<file path="config.mk">
export PLATFORM = sky130hd
export DESIGN_NAME = fpu_arbiter_flat
export DESIGN_NICKNAME = d
export VERILOG_FILES = /design/src/rtl/fpu_pkg.sv /design/src/rtl/fpu_arbiter_if.sv /design/src/rtl/fpu_rr_pick.sv /design/src/rtl/fpu_arbiter.sv /design/src/flat_wrapper.sv
export SDC_FILE = /design/constraint.sdc
export NUM_CORES = 1
export LEC_CHECK = 0
export CORE_AREA = 2 2 161 163
export DETAILED_ROUTE_END_ITERATION = 8
export DIE_AREA = 0 0 163 165
export GPL_ROUTABILITY_DRIVEN = 1
export HOLD_SLACK_MARGIN = 0.08
export PLACE_DENSITY_LB_ADDON = 0.3
export SYNTH_ARGS = -nofsm -noshare
export SYNTH_HDL_FRONTEND = slang
export SYNTH_HIERARCHICAL = 1
export SYNTH_SLANG_ARGS = --single-unit
</file>
<file path="constraint.sdc">
create_clock -name clock100KHz -period 5.22 [get_ports clock100KHz]
set_clock_uncertainty 0.05 [all_clocks]
set_input_delay 1.305 -clock clock100KHz [delete_from_list [all_inputs] [get_ports clock100KHz]]
set_output_delay 1.305 -clock clock100KHz [all_outputs]
set_load 0.02 [all_outputs]
</file>
<file path="src/rtl/fpu_pkg.sv">
// Shared types for the FPU arbiter slice: status codes, arbiter states and
// the datapath word width.
package fpu_pkg;

   localparam int WORD_W = 32;

   typedef enum logic [3:0] {
      ST_EXACT     = 4'b0001,
      ST_INEXACT   = 4'b0010,
      ST_OVERFLOW  = 4'b0100,
      ST_UNDERFLOW = 4'b1000
   } fpu_status_e;

   // Status reported when the core never answered.
   localparam logic [3:0] ST_TIMEOUT = 4'b0000;

   typedef enum logic [1:0] {
      ARB_IDLE    = 2'd0,
      ARB_ISSUE   = 2'd1,
      ARB_WAIT    = 2'd2,
      ARB_RESPOND = 2'd3
   } arb_state_e;

endpackage

</file>
<file path="src/rtl/fpu_arbiter_if.sv">
// Requester-side bus of the FPU arbiter: request handshake, packed operands,
// response handshake and the shared result/status word.
//   master : client side (drives requests, takes responses)
//   slave  : arbiter side
interface fpu_arbiter_if #(
   parameter int NUM_REQ = 4
);
   import fpu_pkg::*;

   logic [NUM_REQ-1:0]        req_valid;
   logic [NUM_REQ-1:0]        req_ready;
   logic [NUM_REQ*WORD_W-1:0] req_op_a;
   logic [NUM_REQ*WORD_W-1:0] req_op_b;
   logic [NUM_REQ-1:0]        rsp_valid;
   logic [NUM_REQ-1:0]        rsp_ready;
   logic [WORD_W-1:0]         rsp_data;
   logic [3:0]                rsp_status;

   modport master (
      output req_valid, req_op_a, req_op_b, rsp_ready,
      input  req_ready, rsp_valid, rsp_data, rsp_status
   );

   modport slave (
      input  req_valid, req_op_a, req_op_b, rsp_ready,
      output req_ready, rsp_valid, rsp_data, rsp_status
   );

endinterface

</file>
<file path="src/rtl/fpu_rr_pick.sv">
// Combinational round-robin picker: first valid index at or above rr_ptr,
// wrapping modulo NUM_REQ. Ports: req_valid, rr_ptr in; any_valid, pick out.
module fpu_rr_pick #(
   parameter  int NUM_REQ = 4,
   localparam int IW      = (NUM_REQ > 1) ? $clog2(NUM_REQ) : 1
)(
   input  logic [NUM_REQ-1:0] req_valid,
   input  logic [IW-1:0]      rr_ptr,
   output logic               any_valid,
   output logic [IW-1:0]      pick
);

   logic [IW:0]   sum;
   logic [IW-1:0] idx;

   // Walk offsets from the far end so the nearest valid slot wins last.
   always_comb begin
      any_valid = |req_valid;
      pick      = '0;
      sum       = '0;
      idx       = '0;
      for (int k = NUM_REQ - 1; k >= 0; k--) begin
         sum = {1'b0, rr_ptr} + (IW+1)'(k);
         if (sum >= (IW+1)'(NUM_REQ))
            sum = sum - (IW+1)'(NUM_REQ);
         idx = sum[IW-1:0];
         if (req_valid[idx])
            pick = idx;
      end
   end

endmodule

</file>
<file path="src/rtl/fpu_arbiter.sv">
// Round-robin arbiter sharing one FPU adder core between NUM_REQ clients.
// Ports: clock100KHz, reset (async, active-high); bus (fpu_arbiter_if.slave)
// carrying request/response handshakes; fpu_start/fpu_op_a/fpu_op_b to the
// core; fpu_done/fpu_result/fpu_status from the core; busy; grant_id.
// Build option: FPU_ARB_TIMEOUT_EN adds a TIMEOUT-cycle watchdog on WAIT.
module fpu_arbiter
   import fpu_pkg::*;
#(
   parameter  int NUM_REQ = 4,
   parameter  int TIMEOUT = 64,
   localparam int IW      = (NUM_REQ > 1) ? $clog2(NUM_REQ) : 1
)(
   input  logic              clock100KHz,
   input  logic              reset,
   fpu_arbiter_if.slave      bus,
   output logic              fpu_start,
   output logic [WORD_W-1:0] fpu_op_a,
   output logic [WORD_W-1:0] fpu_op_b,
   input  logic              fpu_done,
   input  logic [WORD_W-1:0] fpu_result,
   input  logic [3:0]        fpu_status,
   output logic              busy,
   output logic [IW-1:0]     grant_id
);

   localparam logic [1:0] S_IDLE    = ARB_IDLE;
   localparam logic [1:0] S_ISSUE   = ARB_ISSUE;
   localparam logic [1:0] S_WAIT    = ARB_WAIT;
   localparam logic [1:0] S_RESPOND = ARB_RESPOND;

   localparam logic [NUM_REQ-1:0] ONE = NUM_REQ'(1);

   logic [1:0]        state;
   logic [IW-1:0]     rr_ptr;
   logic [IW-1:0]     pick;
   logic [IW-1:0]     next_ptr;
   logic              any_valid;
   logic              accept;
   logic              rsp_take;
   logic              timed_out;
   logic [WORD_W-1:0] rsp_data_q;
   logic [3:0]        rsp_status_q;

   fpu_rr_pick #(
      .NUM_REQ (NUM_REQ)
   ) u_pick (
      .req_valid (bus.req_valid),
      .rr_ptr    (rr_ptr),
      .any_valid (any_valid),
      .pick      (pick)
   );

   assign accept    = (state == S_IDLE) && any_valid;
   assign rsp_take  = (state == S_RESPOND) && bus.rsp_ready[grant_id];
   assign next_ptr  = (grant_id == IW'(NUM_REQ - 1)) ?
                      '0 : grant_id + 1'b1;

   assign bus.req_ready  = accept ? (ONE << pick) : '0;
   assign bus.rsp_valid  = (state == S_RESPOND) ?
                           (ONE << grant_id) : '0;
   assign bus.rsp_data   = rsp_data_q;
   assign bus.rsp_status = rsp_status_q;

   assign fpu_start = (state == S_ISSUE);
   assign busy      = (state != S_IDLE);

`ifdef FPU_ARB_TIMEOUT_EN
   localparam int CW = $clog2(TIMEOUT + 1);

   logic [CW-1:0] wait_cnt;

   // wait_cnt holds the number of WAIT cycles already spent, so the
   // TIMEOUT-th WAIT cycle is the one where it equals TIMEOUT-1.
   assign timed_out = (state == S_WAIT) &&
                      (wait_cnt == CW'(TIMEOUT - 1));

   always_ff @(posedge clock100KHz or posedge reset) begin
      if (reset)
         wait_cnt <= '0;
      else if (state == S_ISSUE)
         wait_cnt <= '0;
      else if (state == S_WAIT)
         wait_cnt <= wait_cnt + 1'b1;
   end
`else
   assign timed_out = 1'b0;
`endif

   always_ff @(posedge clock100KHz or posedge reset) begin
      if (reset) begin
         state        <= S_IDLE;
         rr_ptr       <= '0;
         grant_id     <= '0;
         fpu_op_a     <= '0;
         fpu_op_b     <= '0;
         rsp_data_q   <= '0;
         rsp_status_q <= '0;
      end else begin
         case (state)
            S_IDLE: begin
               if (accept) begin
                  fpu_op_a <= bus.req_op_a[int'(pick)*WORD_W +: WORD_W];
                  fpu_op_b <= bus.req_op_b[int'(pick)*WORD_W +: WORD_W];
                  grant_id <= pick;
                  state    <= S_ISSUE;
               end
            end
            S_ISSUE: begin
               state <= S_WAIT;
            end
            S_WAIT: begin
               // A real answer beats the watchdog in the same cycle.
               if (fpu_done) begin
                  rsp_data_q   <= fpu_result;
                  rsp_status_q <= fpu_status;
                  state        <= S_RESPOND;
               end else if (timed_out) begin
                  rsp_data_q   <= '0;
                  rsp_status_q <= ST_TIMEOUT;
                  state        <= S_RESPOND;
               end
            end
            S_RESPOND: begin
               if (rsp_take) begin
                  rr_ptr <= next_ptr;
                  state  <= S_IDLE;
               end
            end
            default: begin
               state <= S_IDLE;
            end
         endcase
      end
   end

endmodule

</file>
<file path="src/flat_wrapper.sv">
// flat-port wrapper written by rule: the top's interface ports become plain ports
module fpu_arbiter_flat import fpu_pkg::*;
#(
   parameter  int NUM_REQ = 4,
   parameter  int TIMEOUT = 64,
   localparam int IW      = (NUM_REQ > 1) ? $clog2(NUM_REQ) : 1
)
  (clock100KHz, reset, fpu_start, fpu_op_a, fpu_op_b, fpu_done, fpu_result, fpu_status, busy, grant_id, bus_req_valid, bus_req_op_a, bus_req_op_b, bus_rsp_ready, bus_req_ready, bus_rsp_valid, bus_rsp_data, bus_rsp_status);
  fpu_arbiter_if #(.NUM_REQ(NUM_REQ)) bus_i ();
  input  logic clock100KHz;
  input  logic reset;
  output logic fpu_start;
  output logic [WORD_W-1:0] fpu_op_a;
  output logic [WORD_W-1:0] fpu_op_b;
  input  logic fpu_done;
  input  logic [WORD_W-1:0] fpu_result;
  input  logic [3:0] fpu_status;
  output logic busy;
  output logic [IW-1:0] grant_id;
  input wire logic [$bits(bus_i.req_valid)-1:0] bus_req_valid;
  input wire logic [$bits(bus_i.req_op_a)-1:0] bus_req_op_a;
  input wire logic [$bits(bus_i.req_op_b)-1:0] bus_req_op_b;
  input wire logic [$bits(bus_i.rsp_ready)-1:0] bus_rsp_ready;
  output wire logic [$bits(bus_i.req_ready)-1:0] bus_req_ready;
  output wire logic [$bits(bus_i.rsp_valid)-1:0] bus_rsp_valid;
  output wire logic [$bits(bus_i.rsp_data)-1:0] bus_rsp_data;
  output wire logic [$bits(bus_i.rsp_status)-1:0] bus_rsp_status;
  assign bus_i.req_valid = bus_req_valid;
  assign bus_i.req_op_a = bus_req_op_a;
  assign bus_i.req_op_b = bus_req_op_b;
  assign bus_i.rsp_ready = bus_rsp_ready;
  assign bus_req_ready = bus_i.req_ready;
  assign bus_rsp_valid = bus_i.rsp_valid;
  assign bus_rsp_data = bus_i.rsp_data;
  assign bus_rsp_status = bus_i.rsp_status;
  fpu_arbiter #(.NUM_REQ(NUM_REQ), .TIMEOUT(TIMEOUT)) u_core (.clock100KHz(clock100KHz), .reset(reset), .bus(bus_i), .fpu_start(fpu_start), .fpu_op_a(fpu_op_a), .fpu_op_b(fpu_op_b), .fpu_done(fpu_done), .fpu_result(fpu_result), .fpu_status(fpu_status), .busy(busy), .grant_id(grant_id));
endmodule
</file>
==> results.json <==
{
  "overflow": 0,
  "irDropWorstVdd_mv": 0.231,
  "path_clk_slew_ns": 0.07,
  "arrival_ns": 3.20,
  "clk_latency_ns": 0.35,
  "period_share": 0.872,
  "critical_path_class": "input port to output port",
  "drv_slew": 0,
  "slew_headroom": 0.354,
  "outcome": "complete, no violations",
  "grt_pass1_wl_um": 29600,
  "synth_seq_cells": 106,
  "io_pins": 415,
  "die_w_um": 163,
  "syn_area_um2": 5880,
  "synthArstFlopShare": 1.00,
  "grt_pass1_vias": 5066,
  "worstPathRequired_ns": 3.87,
  "h-tree-depth": 3,
  "period_needed_ns": 4.55,
  "finalInstanceArea_um2": 10700,
  "syn_nets": 669,
  "initial_core_util": 0.235,
  "avgSynthCellArea_um2": 16.5,
  "setup_tns_ns": 0,
  "fill_cells": 2323,
  "cts_buffers": 9,
  "area_growth_pct": 81.7,
  "synth-main-ff-cell": "dfrtp_1",
  "dp_hpwl_um": 16200,
  "grt_use_total": 0.146,
  "clockBufferDepth": 2,
  "num_vias": 4792,
  "hold_violations": 0,
  "synth_cell_types": 28,
  "setup_violations": 0,
  "die_h_um": 165,
  "powerDensity_nw_per_um2": 523,
  "ys_seq_area_frac": 0.451,
  "placementRows": 58,
  "synth_edf_count": 0,
  "crit_fanout": 6,
  "viasPerCell": 4.36,
  "dr.pass1.iters": 4,
  "final_cell_mix": "clkdlybuf4s50_1, dfrtp_1, mux2_2",
  "port_buffers": 414,
  "finalWirelength_um": 20400,
  "cts-hold-fix-buffers": 0,
  "wl_per_cell_um": 18.6,
  "num_antenna_cells": 0,
  "yosysWarnings": 6,
  "drc_errors": 0,
  "worstMarginPinSlew_ns": 0.969,
  "rsz0062_at_grt": "no",
  "crit_path_end_kind": "output port",
  "grt_max_degree": 65,
  "nets": 1075,
  "leakagePower_nw": 4.13,
  "clock-root-buffer": "clkbuf_16",
  "holdCritPathClass": "register to register",
  "cts_setup_buffers": 0,
  "synthCells": 357,
  "cts_resized": 0,
  "max-cap-violations": 0,
  "gp_congestion": 0.703,
  "drive_above_1_share": 0.253,
  "dieArea_um2": 26900,
  "ant_nets": 0,
  "drtIter0Drc": 198,
  "layout_commonest_cell": "clkdlybuf4s50_1",
  "placed_area_um2": 10400,
  "fmax_mhz": 220,
  "cts_tree": "done",
  "cts_num_sinks": 106,
  "coreArea_um2": 25000,
  "cp-start-kind": "input port",
  "antenna_found_initial": 2
}
power by group:
| part | internal, mW | switching [mW] |
|---|---|---|
| sequential | 1.25 | 0.229 |
| clock | 0.398 | 0.352 |
| combinational | 1.89 | 1.46 |
layout make-up:
class / count / area (um2) / share of cell area
Clock inverter: 6 / 81.3 / 0.00762
Sequential cell: 106 / 2650 / 0.248
Clock buffer: 10 / 239 / 0.0224
Timing Repair Buffer: 422 / 4220 / 0.395
Multi-Input combinational cell: 216 / 3040 / 0.285
Tap cell: 330 / 413 / 0.0387
Inverter: 8 / 32.5 / 0.00305
stage by stage:
step | std cells | total power, mW | setup slack [ns] | hold WS (ns) | utilization
floorplan | 357 | 3.48 | 1.08 | 0.478 | -
global placement | 1082 | 4.89 | 0.683 | 0.435 | 0.414
detailed placement | 1082 | 4.92 | 0.623 | 0.442 | 0.414
CTS | 1098 | 5.70 | 0.660 | 0.460 | 0.426
global route | 1098 | 5.93 | 0.590 | 0.470 | 0.426
finish | 1098 | 5.58 | 0.669 | 0.455 | 0.426
worst max-delay path, cell delays in order:
cell and delay [ns]:
clkdlybuf4s50_1 0.45, nand2b_1 0.17, a211oi_1 0.37, nor2_4 0.08
nor3_1 0.18, clkdlybuf4s50_1 0.63
cells in the mapped netlist (2+ instances only):
library cell	n	area, um2
a21oi_1	2	10.0
and2_1	5	31.3
buf_12	3	60.1
buf_2	10	50.1
clkbuf_1	13	48.8
dfrtp_1	106	2650
ha_1	9	113
inv_1	8	30.0
mux2_2	82	923
mux2_4	20	300
mux2i_1	3	30.0
mux4_2	64	1440
nand2_1	6	22.5
nand2b_1	4	25.0
nand3_1	3	15.0
nor2_1	5	18.8
nor3b_1	2	15.0
o21ai_0	2	10.0
worst paths after layout:
check                                         from                      end  slack, ns  cells past startpoint
setup / recovery                  bus_req_valid[3]         bus_req_ready[0]       0.67                      6
hold / removal             u_core/bus.rsp_data[10]  u_core/bus.rsp_data[10]       0.46                      1
setup reg to reg                  u_core/rr_ptr[1]      u_core/fpu_op_a[11]       2.05                      6
hold reg to reg            u_core/bus.rsp_data[10]  u_core/bus.rsp_data[10]       0.46                      1
max in group asynchronous                    reset      u_core/fpu_op_b[31]       2.97                      3
min in group asynchronous                    reset  u_core/bus.rsp_data[18]       1.34                      2
metal layers:
metal  track usage  part of all wire  wire length (um)
met4        0.0314            0.0073               149
met1         0.164              0.37              7450
met3        0.0522             0.098              1990
met2         0.266              0.53             10800
met5             0            0.0010                21
state kept, by name (all words and copies together), names as in the netlist:
name,flops
u_core/bus.rsp_data,32
u_core/grant_id,2
u_core/state,2
u_core/bus.rsp_status,4
u_core/fpu_op_a,32
u_core/fpu_op_b,32
u_core/rr_ptr,2
logic make-up (layout without fill, tap and decap cells):
family / Yosys count / count (layout) / synth area share
mux: 169 / 169 / 0.458
flops: 106 / 106 / 0.451
buf+inv: 35 / 446 / 0.0341
simple gates: 29 / 29 / 0.0262
fa+ha+maj: 9 / 9 / 0.0192
compound gates: 9 / 9 / 0.0109
(Power assumes the default switching activity.)
